==> src/rtl/sin_table_reader.sv <==
// rtl/sin_table_reader.sv - phase-accumulator read master for sin_table with valid/ready sample output
// Three-cycle fetch/capture/hold loop; phase advances on capture so HOLD already addresses the next sample.

module sin_table_reader #(
    parameter int ACC_W  = 16,
    parameter int ADDR_W = 8,
    parameter int DATA_W = 8
) (
    input  logic              clk,
    input  logic              rst,
    input  logic              en,
    input  logic              tune_wr,
    input  logic [ACC_W-1:0]  tune_in,
    output logic              rd,
    output logic [ADDR_W-1:0] addr,
    input  logic [DATA_W-1:0] d_in,
    output logic [DATA_W-1:0] sample,
    output logic              sample_valid,
    input  logic              sample_ready
);

    typedef enum logic [1:0] {
        IDLE    = 2'd0,
        FETCH   = 2'd1,
        CAPTURE = 2'd2,
        HOLD    = 2'd3
    } state_t;

    state_t state;
    state_t state_nxt;

    logic [ACC_W-1:0]  phase;
    logic [ACC_W-1:0]  phase_nxt;
    logic [ACC_W-1:0]  tune;
    logic [ACC_W-1:0]  tune_eff;
    logic [ADDR_W-1:0] phase_msbs;

    logic              rd_nxt;
    logic [ADDR_W-1:0] addr_nxt;
    logic [DATA_W-1:0] sample_nxt;
    logic              sample_valid_nxt;

    // A tune write lands in the same edge's phase update, so bypass the register.
    assign tune_eff   = tune_wr ? tune_in : tune;
    assign phase_msbs = phase[ACC_W-1 -: ADDR_W];

    always_ff @(posedge clk) begin
        if (rst) begin
            state <= IDLE;
        end else begin
            state <= state_nxt;
        end
    end

    always_comb begin
        state_nxt = state;
        case (state)
            IDLE: begin
                if (en) begin
                    state_nxt = FETCH;
                end
            end
            FETCH: begin
                state_nxt = CAPTURE;
            end
            CAPTURE: begin
                state_nxt = HOLD;
            end
            HOLD: begin
                if (sample_ready) begin
                    state_nxt = en ? FETCH : IDLE;
                end
            end
            default: begin
                state_nxt = IDLE;
            end
        endcase
    end

    always_comb begin
        rd_nxt           = 1'b0;
        addr_nxt         = addr;
        sample_nxt       = sample;
        sample_valid_nxt = sample_valid;
        phase_nxt        = phase;
        case (state)
            IDLE: begin
                sample_valid_nxt = 1'b0;
                if (en) begin
                    rd_nxt   = 1'b1;
                    addr_nxt = phase_msbs;
                end
            end
            FETCH: begin
                rd_nxt = 1'b0;
            end
            CAPTURE: begin
                sample_nxt       = d_in;
                sample_valid_nxt = 1'b1;
                phase_nxt        = phase + tune_eff;
            end
            HOLD: begin
                if (sample_ready) begin
                    sample_valid_nxt = 1'b0;
                    if (en) begin
                        rd_nxt   = 1'b1;
                        addr_nxt = phase_msbs;
                    end
                end
            end
            default: begin
                sample_valid_nxt = 1'b0;
            end
        endcase
    end

    always_ff @(posedge clk) begin
        if (rst) begin
            phase        <= '0;
            tune         <= '0;
            rd           <= 1'b0;
            addr         <= '0;
            sample       <= '0;
            sample_valid <= 1'b0;
        end else begin
            phase        <= phase_nxt;
            tune         <= tune_eff;
            rd           <= rd_nxt;
            addr         <= addr_nxt;
            sample       <= sample_nxt;
            sample_valid <= sample_valid_nxt;
        end
    end

endmodule

==> config.mk <==
export PLATFORM = sky130hd
export DESIGN_NAME = sin_table_reader
export DESIGN_NICKNAME = d
export VERILOG_FILES = /design/src/rtl/sin_table_reader.sv
export SDC_FILE = /design/constraint.sdc
export NUM_CORES = 1
export LEC_CHECK = 0
export ABC_AREA = 1
export CORE_MARGIN = 5
export CORE_UTILIZATION = 63
export DETAILED_ROUTE_END_ITERATION = 16
export DONT_BUFFER_PORTS = 1
export PLACE_DENSITY = 0.79
export RECOVER_POWER = 50
export SLEW_MARGIN = 40
export SYNTH_ARGS = -nofsm -noshare
export SYNTH_HDL_FRONTEND = slang
export SYNTH_SLANG_ARGS = --single-unit
==> constraint.sdc <==
create_clock -name clk -period 5.1 [get_ports clk]
set_input_delay 1.02 -clock clk [delete_from_list [all_inputs] [get_ports clk]]
set_output_delay 1.02 -clock clk [all_outputs]
set_load 0.05 [all_outputs]
# Word level (Yosys, flattened, before mapping)
# Cells that the tools add are included.
dict set report op_classes {
  addsub 1
  n_eq_ne 5
  mux 13
  reduce_logical 6
}
# cell count
set ops {}
lappend ops {{$add A16 B16 Y16} 1}
lappend ops {{$mux W16} 1}
lappend ops {{$mux W8} 2}
lappend ops {{$pmux W8 S2} 1}
lappend ops {{$pmux W2 S4} 1}
lappend ops {{$reduce_and A2 Y1} 3}
lappend ops {{$eq A2 B2 Y1 const B} 2}
lappend ops {{$mux W1} 4}
lappend ops {{$mux W2} 2}
lappend ops {{$ne A2 B2 Y1 const B} 2}
lappend ops {{$pmux W1 S3} 1}
lappend ops {{$reduce_bool A3 Y1} 1}
lappend ops {{$eq A2 B1 Y1 const B} 1}
lappend ops {{$logic_not A2 Y1} 1}
lappend ops {{$pmux W1 S2} 1}
lappend ops {{$reduce_bool A2 Y1} 1}
dict set report word_totals {
  register_bits 52
  in_bits 29
  output_inout_bits 18
  word_cells 32
}

# Longest topological paths before layout
# Gate-level depths: netlist of run 1.
dict set report logic_depth {
  word_depth 3
  depth_mapped 17
}

# Worst setup path after synthesis of run 1
# Ideal clock, no wire load.
dict set report synth_path {
  path_kind {input port to flip-flop}
  start {in tune_wr}
  end {reg phase[8]}
  arrival_ns 2.798
  setup_slack_ns 2.247
  path_stages 16
  path_cell_list {buf_6 inv_1 buf_2 nand2_1 nand2_1 ha_1 inv_1 fa_1 inv_1 nand3_1 nand3_1 a21oi_1 or2_1 nand3_1 nand2_1 inv_1}
}
dict set report synth_between {
  elab_chain_cells 2
}
# item line
set synth_rtl {}
lappend synth_rtl {{start, declared} 12} ;# input logic tune_wr,
lappend synth_rtl {{$mux W16} 44} ;# assign tune_eff = tune_wr ? tune_in : tune;
lappend synth_rtl {{via tune_eff[0]} 35} ;# logic [ACC_W-1:0] tune_eff;
lappend synth_rtl {{$add A16 B16 Y16} 100} ;# phase_nxt = phase + tune_eff;
lappend synth_rtl {{end signal, assigned} 126} ;# phase <= phase_nxt;
lappend synth_rtl {{end, declared} 32} ;# logic [ACC_W-1:0] phase;
# The timed path passes the listed nets, and every way through them passes these cells.
# A chain may end at the register's enable or synchronous reset.

# Worst setup path in the final report of run 1
# Ends and elaborated chain as after synthesis.

==> impl_results.rst, run 1 <==
.. list-table::
   :header-rows: 1

   * - Metric
     - Value
   * - Result of the run
     - completed
   * - Die boundary width
     - slightly below 80 µm
   * - Number of design-rule violations left by the first detailed-router iteration
     - between 100 and 150
   * - Cells taking the most area after synthesis
     - sky130_fd_sc_hd__dfxtp_1, sky130_fd_sc_hd__nand2_1, sky130_fd_sc_hd__inv_1, sky130_fd_sc_hd__ha_1, sky130_fd_sc_hd__a21oi_1
   * - Final hold violation count
     - 0
   * - Mux cell area share after synthesis
     - 0
   * - Peak clock frequency supported by timing
     - roughly 370 MHz
   * - Kind of end point of the critical path
     - flop
   * - Maximum fanout along the worst path
     - 18
   * - Setup Crit Path Kind
     - input pin to flop
   * - CTS buffer count
     - 5
   * - Die Area
     - between 6000 and 7000 µm²
   * - Skew-Pair Late Insertion Delay
     - 0.31 ns
   * - Syn. warnings
     - 0
   * - Slack of the critical path
     - roughly 2.4 ns
   * - Distinct cell type count of the synthesized netlist
     - 26
   * - Static power due to leakage
     - approximately 1.6 nW
   * - Worst path most repeated cell
     - sky130_fd_sc_hd__inv_1
   * - Post-Synthesis Cells
     - around 460
   * - Category of the worst setup path launch point
     - input pin
   * - Port Buffers
     - 0
   * - Sum of overflow across all layers after global routing
     - 0
   * - Endpoints failing setup
     - 0
   * - Clock tree from TritonCTS
     - yes
   * - Number of pins with negative max-slew slack in the final report
     - 0
   * - Number of remaining DRC errors
     - 0
   * - Most frequent cells in the layout
     - sky130_fd_sc_hd__nand2_1, sky130_fd_sc_hd__inv_1, sky130_fd_sc_hd__dfxtp_1
   * - Crit path time final
     - between 2 and 3 ns
   * - Non-filler instance count after layout
     - 500
   * - WL per Instance
     - approximately 12 µm
   * - Total Power
     - 1.63 mW
   * - Wire length after detailed routing
     - approximately 6100 µm
   * - Main combinational cell family by area after synthesis
     - simple AND/OR/NAND/NOR gates
   * - Power density of the placed cells
     - roughly 530 nW/µm²
   * - Top-area cell type share of the netlist area
     - 0.353
   * - Post-synthesis sequential element count
     - between 50 and 60
   * - Row cnt
     - 24
   * - Global-route wire length before repair
     - 10200 µm
   * - Maximum clock insertion buffer count
     - 2
   * - Slew headroom
     - 0.519
   * - Clock-pin transition on the worst setup and hold timing paths
     - around 0.090 ns
   * - Final Net Count
     - approximately 500
   * - Post-route clock skew
     - approximately 0.0047 ns
   * - CP peak stage delay
     - ~0.4 ns
   * - Parity-gate share of the synthesized area counting xor and xnor cells
     - 0.0119
   * - Cell at the root of the clock tree
     - sky130_fd_sc_hd__clkbuf_8
   * - Class of the tightest hold or removal check
     - flop to flop
   * - Area share of fa/ha/maj cells after synthesis
     - 0.0916
   * - IO Pins
     - 47
   * - Slowest library cell on the worst path
     - sky130_fd_sc_hd__fa_1
   * - Worst Setup Slack post-DPL
     - about 2.1 ns
   * - Crit path buffers/inverters
     - 4
   * - Post-synthesis simple-gate area fraction
     - 0.308
   * - Quantity of hold-fixing buffers added after cts
     - 0
   * - Area Overhead vs Synth
     - 3.82%
   * - Depth of the CTS H-tree
     - 2
   * - Syn nets
     - 505
   * - Unrepaired setup endpoints after global routing
     - no
   * - Period utilisation layout
     - 0.530
   * - Maximum number of pins on one net before global-route repair
     - 53
   * - Via count
     - ~2.6k
   * - Fraction of layout instances using a drive strength above 1
     - 0.0268
   * - Cell family with the largest share of critical-path delay
     - simple AND/OR/NAND/NOR gates
   * - Average via count per standard cell
     - 5.17
   * - Worst vdd ir
     - roughly 230 µV
   * - Cell accounting for the most synthesized area
     - sky130_fd_sc_hd__dfxtp_1
   * - Total negative slack for setup checks
     - 0 ns
   * - Arr. time, crit path
     - between 2 and 3 ns
   * - Sequential element share of the synthesized area
     - 0.353
   * - Vias in the first global route
     - 2345
   * - Chip height
     - 78.4 µm
   * - Crit path required time
     - 5.36 ns
   * - Cell Chain, Critical Path
     - inv_1, nand2_1, nand2_1, ha_1, inv_1, fa_1, inv_1, nand3_1, nand3_1, a21oi_1, or2_1, nand3_1, nand2_1, inv_1
   * - Final antenna-violating net count
     - 0
   * - Initial standard-cell utilization of the core
     - 0.664
   * - Half-perimeter wire length after placement
     - approximately 4600 µm
   * - Number of detailed-routing iterations run before antenna repair
     - 4
   * - Most frequent standard cell in the layout excluding fill and tap cells
     - sky130_fd_sc_hd__nand2_1
   * - Post-synthesis compound-gate area fraction
     - 0.113
   * - Number of placed cells counting well taps
     - 492
   * - Max cap viols
     - 0
   * - Core Util, Final
     - 0.689
   * - Antenna violations before repair
     - 0
   * - Buffer count from post-CTS setup fixing
     - 0
   * - Post-Syn Area
     - roughly 3000 µm²
   * - Total global-route track usage
     - 0.206
   * - Diode count
     - 0
   * - Tightest Pin Transition
     - a little over 0.7 ns
   * - Mean cell area of the mapped netlist
     - about 6.5 µm²
   * - TritonCTS sink count
     - 52
   * - Final weighted congestion in routability-driven placement
     - ~0.9
   * - Floorplan core area
     - 4440 µm²
   * - Post-CTS resize count
     - 0
[synthesized netlist by cell type]
library cell / count
sky130_fd_sc_hd__inv_2: 1
sky130_fd_sc_hd__nand2_1: 154
sky130_fd_sc_hd__o21ai_0: 6
sky130_fd_sc_hd__nor3_1: 3
sky130_fd_sc_hd__nand3b_1: 1
sky130_fd_sc_hd__nor4_1: 1
sky130_fd_sc_hd__dfxtp_1: 52
sky130_fd_sc_hd__nand2_2: 1
sky130_fd_sc_hd__inv_1: 75
sky130_fd_sc_hd__clkbuf_1: 8
sky130_fd_sc_hd__nand3_1: 24
sky130_fd_sc_hd__a21oi_1: 42
sky130_fd_sc_hd__buf_6: 1
sky130_fd_sc_hd__xnor2_1: 2
sky130_fd_sc_hd__o21ai_1: 2
sky130_fd_sc_hd__nor2_1: 36
sky130_fd_sc_hd__a211oi_1: 11
sky130_fd_sc_hd__buf_2: 4
sky130_fd_sc_hd__or2_1: 2
sky130_fd_sc_hd__nand4_1: 2
sky130_fd_sc_hd__or2_2: 1
sky130_fd_sc_hd__nand3_2: 1
sky130_fd_sc_hd__buf_4: 2
sky130_fd_sc_hd__xor2_1: 2
sky130_fd_sc_hd__fa_1: 1
sky130_fd_sc_hd__ha_1: 20
[registers in the layout, summed over array words and instances (netlist names)]
signal        count
phase            16
tune             16
addr              8
sample            8
state             2
rd                1
sample_valid      1
[kinds of logic (layout without fill, tap and decap cells)]
logic type	Yosys count	after routing
AND/OR/NAND/NOR	226	226
buffers and inverters	91	84
AO/OA/AOI/OAI	61	61
flip-flops	52	52
adder cells (fa/ha/maj)	21	21
XOR/XNOR	4	4
[tightest hold or removal path, delay by kind of cell (launching register included)]
kind,cells,cell delay [ns]
flops,1,0.30
compound gates,1,0.06
simple gates,1,0.07
[final cells by class]
class	count	area, µm²
clock buffer	6	82.6
inverter	76	285
sequential	52	1040
multi-input combinational	312	1550
clock inverter	2	38.8
fill	407	1380
tap	52	65.1
[per-layer routing]
layer  vias up  global-route usage  routed length (µm)
met1      1114               0.272                2900
met3         6              0.0435                 378
li1       1394                   -                   -
met5         -                   0                   0
met4         0              0.0577                  68
met2        73               0.340                2760
[power by group]
| group | switching, mW | total (mW) | internal, mW |
|---|---|---|---|
| registers | 0.205 | 0.715 | 0.510 |
| logic | 0.397 | 0.620 | 0.222 |
| clock network | 0.136 | 0.296 | 0.160 |
| total | 0.738 | 1.63 | 0.893 |
[stage by stage]
stage               hold slack, ns  cell area (µm²)
finish                       0.467             3060
global route                 0.493             3060
global placement             0.450             2940
floorplan                    0.445             2950
CTS                          0.468             3060
detailed placement           0.455             2940
[final timing paths]
path / start / to / slack (ns) / cells past startpoint
setup / recovery: tune_wr / phase[8] / 2.40 / 14
hold / removal: tune[10] / tune[10] / 0.47 / 2
setup reg to reg: state[0] / phase[2] / 3.01 / 5
hold reg to reg: tune[10] / tune[10] / 0.47 / 2
Power figures use the tool's default switching activity.
==> run 2: changes to the inputs <==
clock period = 2.65 ns   (was 5.1 ns; I/O delays follow)
==> run 2 against run 1 <==
  * Wire length is 1.1% lower
  * Sequential power up 92%
  * Core utilization about the same
  * Via count rose by 1.1%
  * Critical path type unchanged
  * Largest power group unchanged
==> impl_results.rst, run 2 (same netlist as run 1, synthesis figures left out) <==
.. list-table::
   :header-rows: 1

   * - Metric
     - Value
   * - Result of the run
     - completed
   * - CTS buffer count
     - 5
   * - Clock-pin transition on the worst setup and hold timing paths
     - 0.09 ns
   * - Final Net Count
     - 499
   * - Maximum clock insertion buffer count
     - 2
   * - Most frequent standard cell in the layout excluding fill and tap cells
     - sky130_fd_sc_hd__nand2_1
   * - Power density of the placed cells
     - roughly 1000 nW/µm²
   * - Crit path time final
     - about 2 ns
   * - Half-perimeter wire length after placement
     - about 4500 µm
   * - Antenna violations before repair
     - 0
   * - Period utilisation layout
     - 0.733
   * - Row cnt
     - 24
   * - Diode count
     - 0
   * - Post-CTS resize count
     - 0
   * - Die Area
     - roughly 6200 µm²
   * - Psw
     - ~1.4 mW
   * - Fraction of layout instances using a drive strength above 1
     - 0.0289
   * - Cell Int Power
     - approximately 1.7 mW
   * - Number of design-rule violations left by the first detailed-router iteration
     - approximately 130
   * - WL per Instance
     - 12.0 µm
   * - Maximum fanout along the worst path
     - 18
   * - Final hold violation count
     - 0
   * - Slew headroom
     - 0.513
   * - Non-filler instance count after layout
     - 502
   * - Final weighted congestion in routability-driven placement
     - between 0.9 and 1
   * - Die boundary width
     - just under 80 µm
   * - Average via count per standard cell
     - between 5 and 6
   * - Static power due to leakage
     - 1.63 nW
   * - Peak clock frequency supported by timing
     - 515 MHz
   * - Maximum number of pins on one net before global-route repair
     - 53
   * - Unrepaired setup endpoints after global routing
     - no
   * - Core Util, Final
     - 0.689
   * - Number of detailed-routing iterations run before antenna repair
     - 4
   * - Sum of overflow across all layers after global routing
     - 0
   * - Crit path required time
     - roughly 2.9 ns
   * - Category of the worst setup path launch point
     - input pin
   * - Cell at the root of the clock tree
     - sky130_fd_sc_hd__clkbuf_8
   * - Floorplan core area
     - 4440 µm²
   * - Post-route clock skew
     - approximately 0.0073 ns
   * - Via count
     - approximately 2.6k
   * - Final antenna-violating net count
     - 0
   * - Fraction of power consumed by combinational cells
     - 0.387
   * - Total global-route track usage
     - 0.207
   * - Arr. time, crit path
     - ~2.2 ns
   * - Quantity of hold-fixing buffers added after cts
     - 0
   * - Vias in the first global route
     - between 2k and 2.5k
   * - Met3 track utilization from global routing
     - 0.0446
   * - Fraction of power consumed by the clock network
     - 0.171
   * - Met2 Track Usage GR
     - 0.348
   * - Clock tree from TritonCTS
     - yes
   * - Number of placed cells counting well taps
     - a little under 500
   * - Area Overhead vs Synth
     - 3.77%
   * - IO Pins
     - 47
   * - Number of pins with negative max-slew slack in the final report
     - 0
   * - GRT Max-Usage Layer
     - met2
   * - TritonCTS sink count
     - 52
   * - Class of the tightest hold or removal check
     - input pin to flop
   * - Tightest Pin Transition
     - 0.730 ns
   * - Most frequent cells in the layout
     - sky130_fd_sc_hd__nand2_1, sky130_fd_sc_hd__inv_1, sky130_fd_sc_hd__dfxtp_1
   * - Skew-Pair Late Insertion Delay
     - a little over 0.3 ns
   * - Max cap viols
     - 0
   * - Largest registers
     - phase x16, tune x16
   * - Chip height
     - slightly below 80 µm
   * - Number of remaining DRC errors
     - 0
   * - Initial standard-cell utilization of the core
     - 0.664
   * - Total negative slack for setup checks
     - 0 ns
   * - Sw frac
     - 0.453
   * - Buffer count from post-CTS setup fixing
     - 0
   * - Setup Crit Path Kind
     - input pin to flop
   * - Depth of the CTS H-tree
     - 2
   * - Worst vdd ir
     - between 300 and 400 µV
   * - Kind of end point of the critical path
     - flop
   * - Met1 global-route usage
     - 0.273
   * - Wire length after detailed routing
     - 6040 µm
   * - Share of power burned in registers
     - 0.442
   * - Global-route wire length before repair
     - between 10000 and 15000 µm
   * - Endpoints failing setup
     - 0
   * - Port Buffers
     - 0
   * - Total Power
     - approximately 3.1 mW
## run 2: layout make-up
class,count,area [µm²]
inverter,76,285
multi-input combinational,312,1550
sequential,52,1040
clock buffer,6,72.6
fill,413,1380
timing repair buffer,2,15.0
tap,52,65.1
clock inverter,2,35.0
## run 2: worst paths after layout
| path | startpoint | end | slack, ns | depth (start not counted) |
|---|---|---|---|---|
| min | rst | sample[3] | 0.28 | 1 |
| max | tune_wr | phase[13] | 0.71 | 14 |
| min reg2reg | tune[8] | tune[8] | 0.46 | 2 |
| max reg2reg | tune[1] | phase[13] | 0.74 | 12 |
## run 2: per-stage QoR
step / setup WS (ns) / area, µm² / hold WS [ns]
5_1_grt: 0.526 / 3060 / 0.270
6_report: 0.707 / 3060 / 0.280
2_1_floorplan: 0.287 / 2950 / 0.445
3_3_place_gp: 0.418 / 2950 / 0.449
4_1_cts: 0.722 / 3060 / 0.273
3_5_place_dp: 0.390 / 2950 / 0.454
## run 2: worst max-delay path, stage by stage
cell and delay (ns):
sky130_fd_sc_hd__inv_1 0.04, sky130_fd_sc_hd__or2_2 0.26, sky130_fd_sc_hd__o21ai_0 0.18, sky130_fd_sc_hd__inv_1 0.09
sky130_fd_sc_hd__ha_1 0.28, sky130_fd_sc_hd__nand2_1 0.05, sky130_fd_sc_hd__nand2_1 0.10, sky130_fd_sc_hd__nand3b_1 0.11
sky130_fd_sc_hd__nand2_1 0.13, sky130_fd_sc_hd__nand2_1 0.09, sky130_fd_sc_hd__nand3_1 0.10, sky130_fd_sc_hd__nand3_1 0.08
sky130_fd_sc_hd__nand2_1 0.07, sky130_fd_sc_hd__inv_1 0.04
## run 2: power by group through the flow
stage,Sequential (mW),Clock (mW),Combinational [mW]
floorplan,1.36,0,1.00
global placement,1.38,0,1.16
detailed placement,1.39,0,1.19
CTS,1.37,0.544,1.19
global route,1.39,0.577,1.40
finish,1.37,0.528,1.20
## run 2: layer usage
layer / part of all wire / up-vias
met1: 0.49 / 1146
met2: 0.45 / 65
met3: 0.059 / 4
li1: - / 1401
met5: 0 / -
met4: 0.0055 / 0
==> run 3: changes to the inputs <==
ABC_AREA = 0   (was 1)
clock period = 2 ns   (was 2.65 ns; I/O delays follow)
==> run 3 against run 2 <==
  * The flow now finishes with violations (negative setup slack)
  * Synthesized area fell by 8.5%
  * Wire length rose by 2.4%
  * Synthesized cell count decreased by 35%
  * Clock power up 16%
  * Cell count down 26%
  * Die area decreased by 7.5%
  * Critical endpoint is now phase[15]
  * Highest routed layer unchanged
==> impl_results.rst, run 3 <==
.. list-table::
   :header-rows: 1

   * - Metric
     - Value
   * - Final Net Count
     - around 370
   * - Post-Synthesis Cells
     - slightly below 300
   * - Tightest Pin Transition
     - ~0.56 ns
   * - Violations in the final reports
     - negative setup slack
   * - Port Buffers
     - 0
   * - Number of design-rule violations left by the first detailed-router iteration
     - 93
   * - Cell Chain, Critical Path
     - mux2_1, ha_4, nand3_4, or3_4, a211oi_4, o21ai_2, mux2i_1, xnor2_1, nor2_1
   * - Top-area cell type share of the netlist area
     - 0.386
   * - Die Area
     - around 5700 µm²
   * - Post-route clock skew
     - between 0.005 and 0.006 ns
   * - Static power due to leakage
     - between 1 and 1.5 nW
   * - Via count
     - 2173
   * - Endpoints failing setup
     - 10
   * - Diode count
     - 0
   * - Smallest hold slack
     - 0.146 ns
   * - Setup Crit Path Kind
     - flop to flop
   * - Most instantiated library cell after synthesis
     - sky130_fd_sc_hd__dfxtp_1
   * - Most frequent cells after synthesis
     - sky130_fd_sc_hd__dfxtp_1, sky130_fd_sc_hd__nor2_1, sky130_fd_sc_hd__mux2i_1
   * - Syn. warnings
     - 0
   * - Row cnt
     - 23
   * - Maximum fanout along the worst path
     - 3
   * - Number of remaining DRC errors
     - 0
   * - Syn nets
     - approximately 350
   * - Crit path buffers/inverters
     - 0
   * - Most frequent cells in the layout
     - sky130_fd_sc_hd__dfxtp_1, sky130_fd_sc_hd__nor2_1, sky130_fd_sc_hd__mux2i_1
   * - Total negative slack for setup checks
     - -0.514 ns
   * - Average via count per standard cell
     - 5.89
   * - Die boundary width
     - 75.5 µm
   * - Most frequent standard cell in the layout excluding fill and tap cells
     - sky130_fd_sc_hd__dfxtp_1
   * - Final weighted congestion in routability-driven placement
     - slightly above 0.9
   * - CTS buffer count
     - 5
   * - Area Overhead vs Synth
     - 21.7%
   * - Number of pins with negative max-slew slack in the final report
     - 0
   * - Number of placed cells counting well taps
     - roughly 360
   * - Total Power
     - 3.19 mW
   * - WL per Instance
     - ~17 µm
   * - Clock tree from TritonCTS
     - yes
   * - Post-synthesis sequential element count
     - 52
   * - Power density of the placed cells
     - a little under 1000 nW/µm²
   * - Proportion of synthesized flip-flops having asynchronous set or reset
     - 0
   * - Sequential element share of the synthesized area
     - 0.386
   * - Clock-pin transition on the worst setup and hold timing paths
     - approximately 0.10 ns
   * - Period utilisation layout
     - 1.06
   * - Category of the worst setup path launch point
     - flop
   * - Sum of overflow across all layers after global routing
     - 0
   * - Post-Syn Area
     - between 2000 and 3000 µm²
   * - IO Pins
     - 47
   * - Cell accounting for the most synthesized area
     - sky130_fd_sc_hd__dfxtp_1
   * - Dominant synthesized flop cell
     - sky130_fd_sc_hd__dfxtp_1
   * - Wire length after detailed routing
     - a little over 6000 µm
   * - Number of detailed-routing iterations run before antenna repair
     - 4
   * - Floorplan core area
     - slightly above 4000 µm²
   * - Count of flip-flops with a built-in enable after synthesis
     - 0
   * - Max cap viols
     - 0
   * - Peak clock frequency supported by timing
     - ~470 MHz
   * - Mean cell area of the mapped netlist
     - about 9.1 µm²
   * - Worst vdd ir
     - between 500 and 600 µV
   * - Unrepaired setup endpoints after global routing
     - yes
   * - CP peak stage delay
     - 0.34 ns
   * - Vias in the first global route
     - approximately 2.2k
   * - Global-route wire length before repair
     - between 9000 and 10000 µm
   * - Worst Setup Slack post-DPL
     - -0.318 ns
   * - Slack of the critical path
     - -0.113 ns
   * - Fraction of layout instances using a drive strength above 1
     - 0.260
   * - Cell family with the largest share of critical-path delay
     - multiplexers
   * - Crit path time final
     - about 2.1 ns
   * - Final antenna-violating net count
     - 0
   * - Slew headroom
     - 0.627
   * - Initial standard-cell utilization of the core
     - 0.660
   * - Maximum clock insertion buffer count
     - 2
   * - Kind of end point of the critical path
     - flop
   * - Final hold violation count
     - 0
   * - Half-perimeter wire length after placement
     - roughly 4300 µm
   * - Slowest library cell on the worst path
     - sky130_fd_sc_hd__or3_4
   * - Non-filler instance count after layout
     - 369
   * - Depth of the CTS H-tree
     - 2
   * - Chip height
     - between 70 and 80 µm
   * - Class of the tightest hold or removal check
     - input pin to flop
   * - Quantity of hold-fixing buffers added after cts
     - 0
   * - Skew-Pair Late Insertion Delay
     - approximately 0.31 ns
   * - TritonCTS sink count
     - 52
   * - Distinct cell type count of the synthesized netlist
     - 42
   * - Result of the run
     - finished with violations
   * - Cell at the root of the clock tree
     - sky130_fd_sc_hd__clkbuf_8
   * - Arr. time, crit path
     - ~2.3 ns
   * - Total global-route track usage
     - 0.225
   * - Antenna violations before repair
     - 0
   * - Maximum number of pins on one net before global-route repair
     - 46
   * - Crit path required time
     - ~2.2 ns
   * - Largest registers
     - phase x16, tune x16
   * - Cells taking the most area after synthesis
     - sky130_fd_sc_hd__dfxtp_1, sky130_fd_sc_hd__mux2i_1, sky130_fd_sc_hd__ha_1, sky130_fd_sc_hd__mux2_1, sky130_fd_sc_hd__nor2_1
-- run 3: through the flow --
step           cell area [µm²]  utilization
6_report                  3280        0.803
5_1_grt                   3280        0.803
4_1_cts                   3230        0.791
3_5_place_dp              3030        0.741
3_3_place_gp              3030        0.741
2_1_floorplan             2880            -
-- run 3: worst register-to-register path, cell delays in order (launching register included) --
cell	delay (ns)
sky130_fd_sc_hd__dfxtp_1	0.31
sky130_fd_sc_hd__mux2_1	0.32
sky130_fd_sc_hd__ha_4	0.31
sky130_fd_sc_hd__nand3_4	0.07
sky130_fd_sc_hd__or3_4	0.34
sky130_fd_sc_hd__a211oi_4	0.21
sky130_fd_sc_hd__o21ai_2	0.09
sky130_fd_sc_hd__mux2i_1	0.19
sky130_fd_sc_hd__xnor2_1	0.14
sky130_fd_sc_hd__nor2_1	0.05
-- run 3: final timing paths --
kind                               start        end  slack, ns  depth (start not counted)
worst max-delay path             tune[9]  phase[15]      -0.11                          9
worst min-delay path                 rst    addr[2]       0.15                          1
worst max register to register   tune[9]  phase[15]      -0.11                          9
worst min register to register  phase[5]   phase[5]       0.52                          2
-- run 3: report_power, final --
group	internal [mW]	total (mW)	switching [mW]
logic	0.561	1.15	0.588
registers	1.17	1.43	0.260
clock network	0.251	0.614	0.363
-- run 3: per-layer routing --
metal  wire (µm)  vias to the layer above  GRT usage
met5           0                        -          0
met4         192                        0     0.0951
met3         323                       19     0.0528
met2        3120                       54      0.402
met1        2550                     1013      0.255
li1            -                     1087          -
-- run 3: cells by family (layout without fill, tap and decap cells) --
family                   count (synthesis)  after routing  synth area share
AND/OR/NAND/NOR                         99             99             0.176
AO/OA/AOI/OAI                           52             52             0.121
flip-flops                              52             52             0.386
multiplexers                            41             41             0.159
buffers and inverters                   23             46            0.0320
adder cells (fa/ha/maj)                 21             21             0.100
XOR/XNOR                                 8              8            0.0260
-- run 3: layout make-up --
class | instances | area (µm²)
Timing Repair Buffer | 27 | 199
Clock buffer | 5 | 68.8
Inverter | 11 | 41.3
Multi-Input combinational cell | 221 | 1850
Tap cell | 50 | 62.6
Clock inverter | 3 | 22.5
Fill cell | 270 | 803
Sequential cell | 52 | 1040
-- run 3: what timing repair did --
| item | CTS | global route |
|---|---|---|
| hold endpoints to repair | 0 | 0 |
| endpoints found under the setup margin | 10 | 11 |
| buffers inserted | 1 | 3 |
| pin swaps | 24 | 15 |
| gates resized for setup | 20 | 10 |
